### config.mk
export PLATFORM = sky130hd
export DESIGN_NAME = i2c_slave_mem_flat
export DESIGN_NICKNAME = d
export VERILOG_FILES = /design/src/rtl/i2c_slave_mem_if.sv /design/src/rtl/i2c_slave_mem.sv /design/src/flat_wrapper.sv
export SDC_FILE = /design/constraint.sdc
export NUM_CORES = 1
export LEC_CHECK = 0
export BUFFER_PORTS_ARGS = -buffer_cell sky130_fd_sc_hd__buf_2
export CAP_MARGIN = 20
export CORE_MARGIN = 2
export CORE_UTILIZATION = 62
export CTS_CLUSTER_DIAMETER = 50
export DETAILED_ROUTE_END_ITERATION = 7
export PLACE_DENSITY = 0.82
export RECOVER_POWER = 50
export SLEW_MARGIN = 20
export SYNTH_ARGS = -nofsm -noshare
export SYNTH_HDL_FRONTEND = slang
export SYNTH_SLANG_ARGS = --single-unit
### constraint.sdc
create_clock -name clk -period 2.6 [get_ports clk]
set_input_delay 0.13 -clock clk [delete_from_list [all_inputs] [get_ports clk]]
set_output_delay 0.13 -clock clk [all_outputs]
set_load 0.02 [all_outputs]
### src/rtl/i2c_slave_mem_if.sv
// i2c_slave_mem_if: bus bundle between an I2C target and the rest of the system.
//  scl_i/sda_i : sampled bus lines (already resolved, wired-AND outside)
//  sda_oe      : 1 = target pulls SDA low, 0 = released (open-drain)
//  busy        : target is addressed
//  wr_stb/wr_addr/wr_data : one-cycle write-event strobe for monitors
interface i2c_slave_mem_if #(
  parameter int AW = 4
);
  logic          scl_i;
  logic          sda_i;
  logic          sda_oe;
  logic          busy;
  logic          wr_stb;
  logic [AW-1:0] wr_addr;
  logic [7:0]    wr_data;

  modport slave  (input  scl_i, sda_i, output sda_oe, busy, wr_stb, wr_addr, wr_data);
  modport master (output scl_i, sda_i, input  sda_oe, busy, wr_stb, wr_addr, wr_data);
endinterface

### src/rtl/i2c_slave_mem.sv
// i2c_slave_mem: I2C target with a MEM_DEPTH x 8 register file.
//  Oversamples SCL/SDA on clk (2-flop sync + FILT-sample stability filter),
//  decodes START/STOP/address/pointer/data, ACKs and drives SDA open-drain.
//  Writes: START, addr+W, pointer, data... ; reads: START, addr+R, data...
//  The register pointer auto-increments (wraps) and persists across transfers.
// Ports:
//  clk    : system clock (>= 8x SCL)
//  resetn : asynchronous active-low reset
//  bus    : i2c_slave_mem_if.slave (scl_i, sda_i, sda_oe, busy, wr_stb, wr_addr, wr_data)
module i2c_slave_mem #(
  parameter logic [6:0] SLV_ADDR  = 7'h50,
  parameter int         MEM_DEPTH = 16,
  parameter int         FILT      = 3,
  localparam int        AW        = $clog2(MEM_DEPTH)
) (
  input  logic             clk,
  input  logic             resetn,
  i2c_slave_mem_if.slave   bus
);

  typedef enum logic [3:0] {
    IDLE, ADDR, ADDR_ACK, PTR, PTR_ACK, WDATA, WDATA_ACK, RDATA, RD_ACK, WAIT_STOP
  } state_t;

  // ---------------- input conditioning ----------------
  logic [1:0]      scl_s_q, scl_s_d, sda_s_q, sda_s_d;
  logic [FILT-1:0] scl_h_q, scl_h_d, sda_h_q, sda_h_d;
  logic            scl_f_q, scl_f_d, sda_f_q, sda_f_d;
  logic            scl_p_q, sda_p_q;

  always_comb begin
    scl_s_d = {scl_s_q[0], bus.scl_i};
    sda_s_d = {sda_s_q[0], bus.sda_i};
    scl_h_d = {scl_h_q[FILT-2:0], scl_s_q[1]};
    sda_h_d = {sda_h_q[FILT-2:0], sda_s_q[1]};
    // filtered level only moves once the last FILT samples all agree
    scl_f_d = (&scl_h_q) ? 1'b1 : ((~|scl_h_q) ? 1'b0 : scl_f_q);
    sda_f_d = (&sda_h_q) ? 1'b1 : ((~|sda_h_q) ? 1'b0 : sda_f_q);
  end

  logic start_ev, stop_ev, rise_ev, fall_ev;
  assign start_ev = scl_f_q & scl_p_q &  sda_p_q & ~sda_f_q;
  assign stop_ev  = scl_f_q & scl_p_q & ~sda_p_q &  sda_f_q;
  assign rise_ev  =  scl_f_q & ~scl_p_q;
  assign fall_ev  = ~scl_f_q &  scl_p_q;

  // ---------------- protocol state ----------------
  state_t        state_q, state_d;
  logic [2:0]    bit_cnt_q, bit_cnt_d;
  logic          done_q, done_d;     // byte (or master ACK) seen; act at next SCL fall
  logic [7:0]    shift_q, shift_d;
  logic [7:0]    tx_q, tx_d;
  logic [AW-1:0] ptr_q, ptr_d;
  logic          sda_oe_q, sda_oe_d;
  logic          busy_q, busy_d;
  logic          wr_stb_q, wr_stb_d;
  logic [AW-1:0] wr_addr_q, wr_addr_d;
  logic [7:0]    wr_data_q, wr_data_d;
  logic [7:0]    mem_q [MEM_DEPTH];
  logic          mem_we;

  logic [7:0] shift_nx;
  logic       last_bit, addr_hit;
  logic [7:0] rd_byte;
  assign shift_nx = {shift_q[6:0], sda_f_q};
  assign last_bit = (bit_cnt_q == 3'd7);
  assign addr_hit = (shift_nx[7:1] == SLV_ADDR);
  assign rd_byte  = mem_q[ptr_q];

  always_ff @(posedge clk or negedge resetn) begin
    if (!resetn) begin
      scl_s_q   <= '1;
      sda_s_q   <= '1;
      scl_h_q   <= '1;
      sda_h_q   <= '1;
      scl_f_q   <= 1'b1;
      sda_f_q   <= 1'b1;
      scl_p_q   <= 1'b1;
      sda_p_q   <= 1'b1;
      state_q   <= IDLE;
      bit_cnt_q <= '0;
      done_q    <= 1'b0;
      shift_q   <= '0;
      tx_q      <= '0;
      ptr_q     <= '0;
      sda_oe_q  <= 1'b0;
      busy_q    <= 1'b0;
      wr_stb_q  <= 1'b0;
      wr_addr_q <= '0;
      wr_data_q <= '0;
      for (int i = 0; i < MEM_DEPTH; i++) mem_q[i] <= '0;
    end else begin
      scl_s_q   <= scl_s_d;
      sda_s_q   <= sda_s_d;
      scl_h_q   <= scl_h_d;
      sda_h_q   <= sda_h_d;
      scl_f_q   <= scl_f_d;
      sda_f_q   <= sda_f_d;
      scl_p_q   <= scl_f_q;
      sda_p_q   <= sda_f_q;
      state_q   <= state_d;
      bit_cnt_q <= bit_cnt_d;
      done_q    <= done_d;
      shift_q   <= shift_d;
      tx_q      <= tx_d;
      ptr_q     <= ptr_d;
      sda_oe_q  <= sda_oe_d;
      busy_q    <= busy_d;
      wr_stb_q  <= wr_stb_d;
      wr_addr_q <= wr_addr_d;
      wr_data_q <= wr_data_d;
      if (mem_we) mem_q[ptr_q] <= shift_nx;
    end
  end

  // next-state
  always_comb begin
    state_d = state_q;
    if (stop_ev)       state_d = IDLE;
    else if (start_ev) state_d = ADDR;
    else begin
      case (state_q)
        ADDR:      if (rise_ev && last_bit && !addr_hit) state_d = WAIT_STOP;
                   else if (fall_ev && done_q)            state_d = ADDR_ACK;
        ADDR_ACK:  if (fall_ev) state_d = shift_q[0] ? RDATA : PTR;
        PTR:       if (fall_ev && done_q) state_d = PTR_ACK;
        PTR_ACK:   if (fall_ev) state_d = WDATA;
        WDATA:     if (fall_ev && done_q) state_d = WDATA_ACK;
        WDATA_ACK: if (fall_ev) state_d = WDATA;
        RDATA:     if (fall_ev && done_q) state_d = RD_ACK;
        RD_ACK:    if (rise_ev && sda_f_q)     state_d = WAIT_STOP;
                   else if (fall_ev && done_q) state_d = RDATA;
        default:   state_d = state_q;
      endcase
    end
  end

  // outputs / datapath
  always_comb begin
    bit_cnt_d = bit_cnt_q;
    done_d    = done_q;
    shift_d   = shift_q;
    tx_d      = tx_q;
    ptr_d     = ptr_q;
    sda_oe_d  = sda_oe_q;
    busy_d    = busy_q;
    wr_stb_d  = 1'b0;
    wr_addr_d = wr_addr_q;
    wr_data_d = wr_data_q;
    mem_we    = 1'b0;
    if (stop_ev) begin
      sda_oe_d = 1'b0;
      busy_d   = 1'b0;
      done_d   = 1'b0;
    end else if (start_ev) begin
      sda_oe_d  = 1'b0;
      busy_d    = 1'b0;
      done_d    = 1'b0;
      bit_cnt_d = '0;
    end else begin
      case (state_q)
        ADDR, PTR, WDATA: begin
          if (rise_ev) begin
            shift_d   = shift_nx;
            bit_cnt_d = bit_cnt_q + 3'd1;
            if (last_bit) begin
              done_d = 1'b1;
              if (state_q == PTR) ptr_d = shift_nx[AW-1:0];
              if (state_q == WDATA) begin
                mem_we    = 1'b1;
                wr_stb_d  = 1'b1;
                wr_addr_d = ptr_q;
                wr_data_d = shift_nx;
                ptr_d     = ptr_q + AW'(1);
              end
            end
          end else if (fall_ev && done_q) begin
            // only a matching address reaches here in ADDR
            done_d   = 1'b0;
            sda_oe_d = 1'b1;
            if (state_q == ADDR) busy_d = 1'b1;
          end
        end
        ADDR_ACK: if (fall_ev) begin
          bit_cnt_d = '0;
          sda_oe_d  = 1'b0;
          if (shift_q[0]) begin
            tx_d     = rd_byte;
            sda_oe_d = ~rd_byte[7];
          end
        end
        PTR_ACK, WDATA_ACK: if (fall_ev) begin
          bit_cnt_d = '0;
          sda_oe_d  = 1'b0;
        end
        RDATA: begin
          if (rise_ev) begin
            bit_cnt_d = bit_cnt_q + 3'd1;
            if (last_bit) begin
              done_d = 1'b1;
              ptr_d  = ptr_q + AW'(1);
            end
          end else if (fall_ev) begin
            if (done_q) begin
              done_d   = 1'b0;
              sda_oe_d = 1'b0;
            end else begin
              tx_d     = {tx_q[6:0], 1'b0};
              sda_oe_d = ~tx_q[6];
            end
          end
        end
        RD_ACK: begin
          if (rise_ev && !sda_f_q) done_d = 1'b1;
          else if (fall_ev && done_q) begin
            done_d    = 1'b0;
            bit_cnt_d = '0;
            tx_d      = rd_byte;
            sda_oe_d  = ~rd_byte[7];
          end
        end
        default: ;
      endcase
    end
  end

  assign bus.sda_oe  = sda_oe_q;
  assign bus.busy    = busy_q;
  assign bus.wr_stb  = wr_stb_q;
  assign bus.wr_addr = wr_addr_q;
  assign bus.wr_data = wr_data_q;

endmodule
### src/flat_wrapper.sv
// flat-port wrapper written by rule: the top's interface ports become plain ports
module i2c_slave_mem_flat 
#(
  parameter logic [6:0] SLV_ADDR  = 7'h50,
  parameter int         MEM_DEPTH = 16,
  parameter int         FILT      = 3,
  localparam int        AW        = $clog2(MEM_DEPTH)
)
  (clk, resetn, bus_scl_i, bus_sda_i, bus_sda_oe, bus_busy, bus_wr_stb, bus_wr_addr, bus_wr_data);
  i2c_slave_mem_if bus_i ();
  input  logic clk;
  input  logic resetn;
  input wire logic [$bits(bus_i.scl_i)-1:0] bus_scl_i;
  input wire logic [$bits(bus_i.sda_i)-1:0] bus_sda_i;
  output wire logic [$bits(bus_i.sda_oe)-1:0] bus_sda_oe;
  output wire logic [$bits(bus_i.busy)-1:0] bus_busy;
  output wire logic [$bits(bus_i.wr_stb)-1:0] bus_wr_stb;
  output wire logic [$bits(bus_i.wr_addr)-1:0] bus_wr_addr;
  output wire logic [$bits(bus_i.wr_data)-1:0] bus_wr_data;
  assign bus_i.scl_i = bus_scl_i;
  assign bus_i.sda_i = bus_sda_i;
  assign bus_sda_oe = bus_i.sda_oe;
  assign bus_busy = bus_i.busy;
  assign bus_wr_stb = bus_i.wr_stb;
  assign bus_wr_addr = bus_i.wr_addr;
  assign bus_wr_data = bus_i.wr_data;
  i2c_slave_mem #(.SLV_ADDR(SLV_ADDR), .MEM_DEPTH(MEM_DEPTH), .FILT(FILT)) u_core (.clk(clk), .resetn(resetn), .bus(bus_i));
endmodule
==> reports/metrics.yaml <==
ff2ff_setup_slack_ns: 0.11
nets: 655
grt_pass1_vias: 5539
p_switching_mw: 2.20
fmax_mhz: 401
clock_skew_ns: 0.00730
critical_path_arrival_ns: 2.82
hold_viol: 0
internal-power_mw: 4.99
pwr-share-comb: 0.204
worst_pin_slew_ns: 1.85
gp_congestion: 0.898
num_rows: 43
portBuffers: 18
die-area_um2: 15000
crit_required_ns: 2.93
synthesis.area_um2: 8710
leakage_nw: 4.54
grt_pass1_wl_um: 31000
seqPwrFrac: 0.441
stdcell_area_um2: 9620
synthesis.nets: 636
path_clk_slew_ns: 0.07
path_cells: "and4bb_4 -> nand2_2 -> nor4b_4 -> buf_4 -> and3_1 -> mux2_2"
mostFrequentLayoutCells: "168 x dfrtp_1, 119 x mux2_2, 32 x mux2_4"
finalCriticalPeriod_ns: 2.49
r2r-end: "u_core.mem_q[112]"
antenna_cells: 0
root_buffer: "clkbuf_16"
drv_slew: 73
r2r-start: "u_core.scl_f_q"
die_w_um: 123
path_buf_inv: 1
synth_top_area_frac: 0.485
layout_worst_path_cycle_share: 0.959
drc: 0
end_kind: "flip-flop"
hold_class: "in -> reg"
worstSetupPathType: "reg -> reg"
cp-startpoint: "u_core.scl_f_q"
synthArstFlopShare: 1.00
ir_worst_vdd_mv: 0.486
start_kind: "flip-flop"
grt_overflow: 0
multiInputGateArea_um2: 3820
seq_area_frac_synth: 0.527
wl_per_cell_um: 22.9
via_per_inst: 6.46
max_slew_margin: -0.235
clock_latency_ns: 0.44
antenna_found_initial: 0
grtUsageTotal: 0.278
violations: "capacitance limit, slew limit"
fp.dieH_um: 123
syn_to_final_growth_pct: 10.4
regArea_um2: 4600
cts_tree: "yes"
max-clock-path-buffers: 2
cp_max_fo: 16
drt_pass1_iterations: 5
final_common_cell: "dfrtp_1"
hpwl_um: 12500
drtIter0Drc: 428
post_cts_buffers: 0
floorplan.initialDensity: 0.630
cts_buffers: 17
yosysWarnings: 0
cts_resized: 0
maxCapViolCount: 1
coreArea_um2: 13800
cpMaxStageDelayCell: "dfstp_2"
ctsHoldBuffers: 3
h-tree-depth: 4
ys_top_cells_by_area: "dfrtp_1 49%, mux2_2 15%, mux4_2 7.5%"
via_count: 5399
syn_area_per_cell_um2: 13.9
syn-instance-count: 625
clkPwrFrac: 0.355
powerDensity_nw_per_um2: 747
critPathCapture: "u_core.mem_q[112]"
rsz0062_at_grt: "false"
setup_viol: 0
grt_max_degree: 74
swShare: 0.306
reg2regPathDepth: 6
slowest_delay_ns: 0.53
layout_setup_ws_ns: 0.107
whs_ns: 0.334
post-place-ws_ns: 0.152
fillCellCount: 864
wl_um: 19100
yosys.area.top_type: "dfrtp_1"
crit_family: "simple AND/OR/NAND/NOR gates"
placed_area_um2: 9050
final_antenna_net_count: 0
setup_tns_ns: 0
synth.distinct_cells: 56
num_io_pins: 19
synth-seq-cells: 183
synthFlopType: "dfrtp_1"
synth_edf_count: 0
outcome: "finished with violations"
layout-drive-gt1-share: 0.409
cp.depth: 6
clock-sinks: 183
metal layers:
| layer | part of all wire | vias up | GRT usage | wire, um |
|---|---|---|---|---|
| met5 | 0 | - | 0 | 0 |
| met4 | 0.026 | 0 | 0.0984 | 501 |
| met3 | 0.050 | 40 | 0.0590 | 963 |
| met2 | 0.48 | 199 | 0.432 | 9260 |
| met1 | 0.44 | 2827 | 0.393 | 8390 |
| li1 | - | 2333 | - | - |
cells by family after synthesis:
group	Yosys count	share of synthesized area
flip-flops	183	0.527
multiplexers	188	0.293
AND/OR/NAND/NOR	98	0.0719
adder cells (fa/ha/maj)	7	0.0100
buffers and inverters	63	0.0336
XOR/XNOR	1	0.00101
AO/OA/AOI/OAI	85	0.0629
final cells by class:
type                    count  area share
flip-flops and latches    183       0.478
multi-input cells         379       0.398
inverters                   9     0.00351
clock buffers              19      0.0450
clock inverters            12      0.0151
well taps                 180      0.0234
repair buffers             54      0.0376
power groups by stage:
stage               clock network [mW]  registers [mW]  logic, mW
CTS                               2.58            3.16       1.45
global placement                     0            3.21       1.40
detailed placement                   0            3.22       1.43
floorplan                            0            3.17      0.972
global route                      2.71            3.18       1.59
finish                            2.55            3.17       1.47
flip-flops by register name (all words and copies together), names as in the netlist, 2 cells and up:
signal              cells
u_core.sda_s_q          2
u_core.tx_q             7
u_core.bit_cnt_q        3
u_core.state_q          4
u_core.sda_h_q          3
u_core.scl_s_q          2
u_core.ptr_q            4
u_core.bus.wr_addr      4
u_core.bus.wr_data      8
u_core.shift_q          7
u_core.mem_q          128
u_core.scl_h_q          3
how the worst min path moves through the flow:
| stage | startpoint | endpoint | slack (ns) | cells after the start |
|---|---|---|---|---|
| floorplan | resetn | u_core.bit_cnt_q[0] | -0.17 | 0 |
| global placement | resetn | u_core.mem_q[56] | 0.18 | 1 |
| CTS | resetn | u_core.mem_q[59] | 0.31 | 2 |
| detailed placement | resetn | u_core.mem_q[59] | 0.20 | 1 |
| finish | bus_sda_i | u_core.sda_s_q[0] | 0.33 | 2 |
| global route | bus_sda_i | u_core.sda_s_q[0] | 0.32 | 2 |
Yosys cell counts (4+ instances only):
| cell type | instances |
|---|---|
| nand2_1 | 15 |
| nand2b_1 | 6 |
| nand3_4 | 6 |
| dfstp_2 | 14 |
| mux2_2 | 119 |
| nand3_1 | 4 |
| o21ai_0 | 23 |
| buf_2 | 17 |
| a22oi_1 | 10 |
| nor3_1 | 10 |
| inv_1 | 9 |
| dfrtp_1 | 169 |
| mux4_2 | 29 |
| mux2i_1 | 8 |
| a211oi_1 | 10 |
| clkbuf_1 | 31 |
| mux2_4 | 32 |
| a21oi_1 | 19 |
| nor2_1 | 20 |
| a22o_1 | 4 |
| nor2b_1 | 5 |
| ha_1 | 7 |
| and3_1 | 12 |
| nand3b_1 | 4 |
metrics by stage:
step | total power, mW | utilization | instances
2_1_floorplan | 4.14 | - | 625
3_3_place_gp | 4.60 | 0.655 | 802
3_5_place_dp | 4.65 | 0.655 | 802
4_1_cts | 7.19 | 0.699 | 836
5_1_grt | 7.48 | 0.696 | 836
6_report | 7.19 | 0.696 | 836
Note: power is estimated with default switching activity, not from simulation.
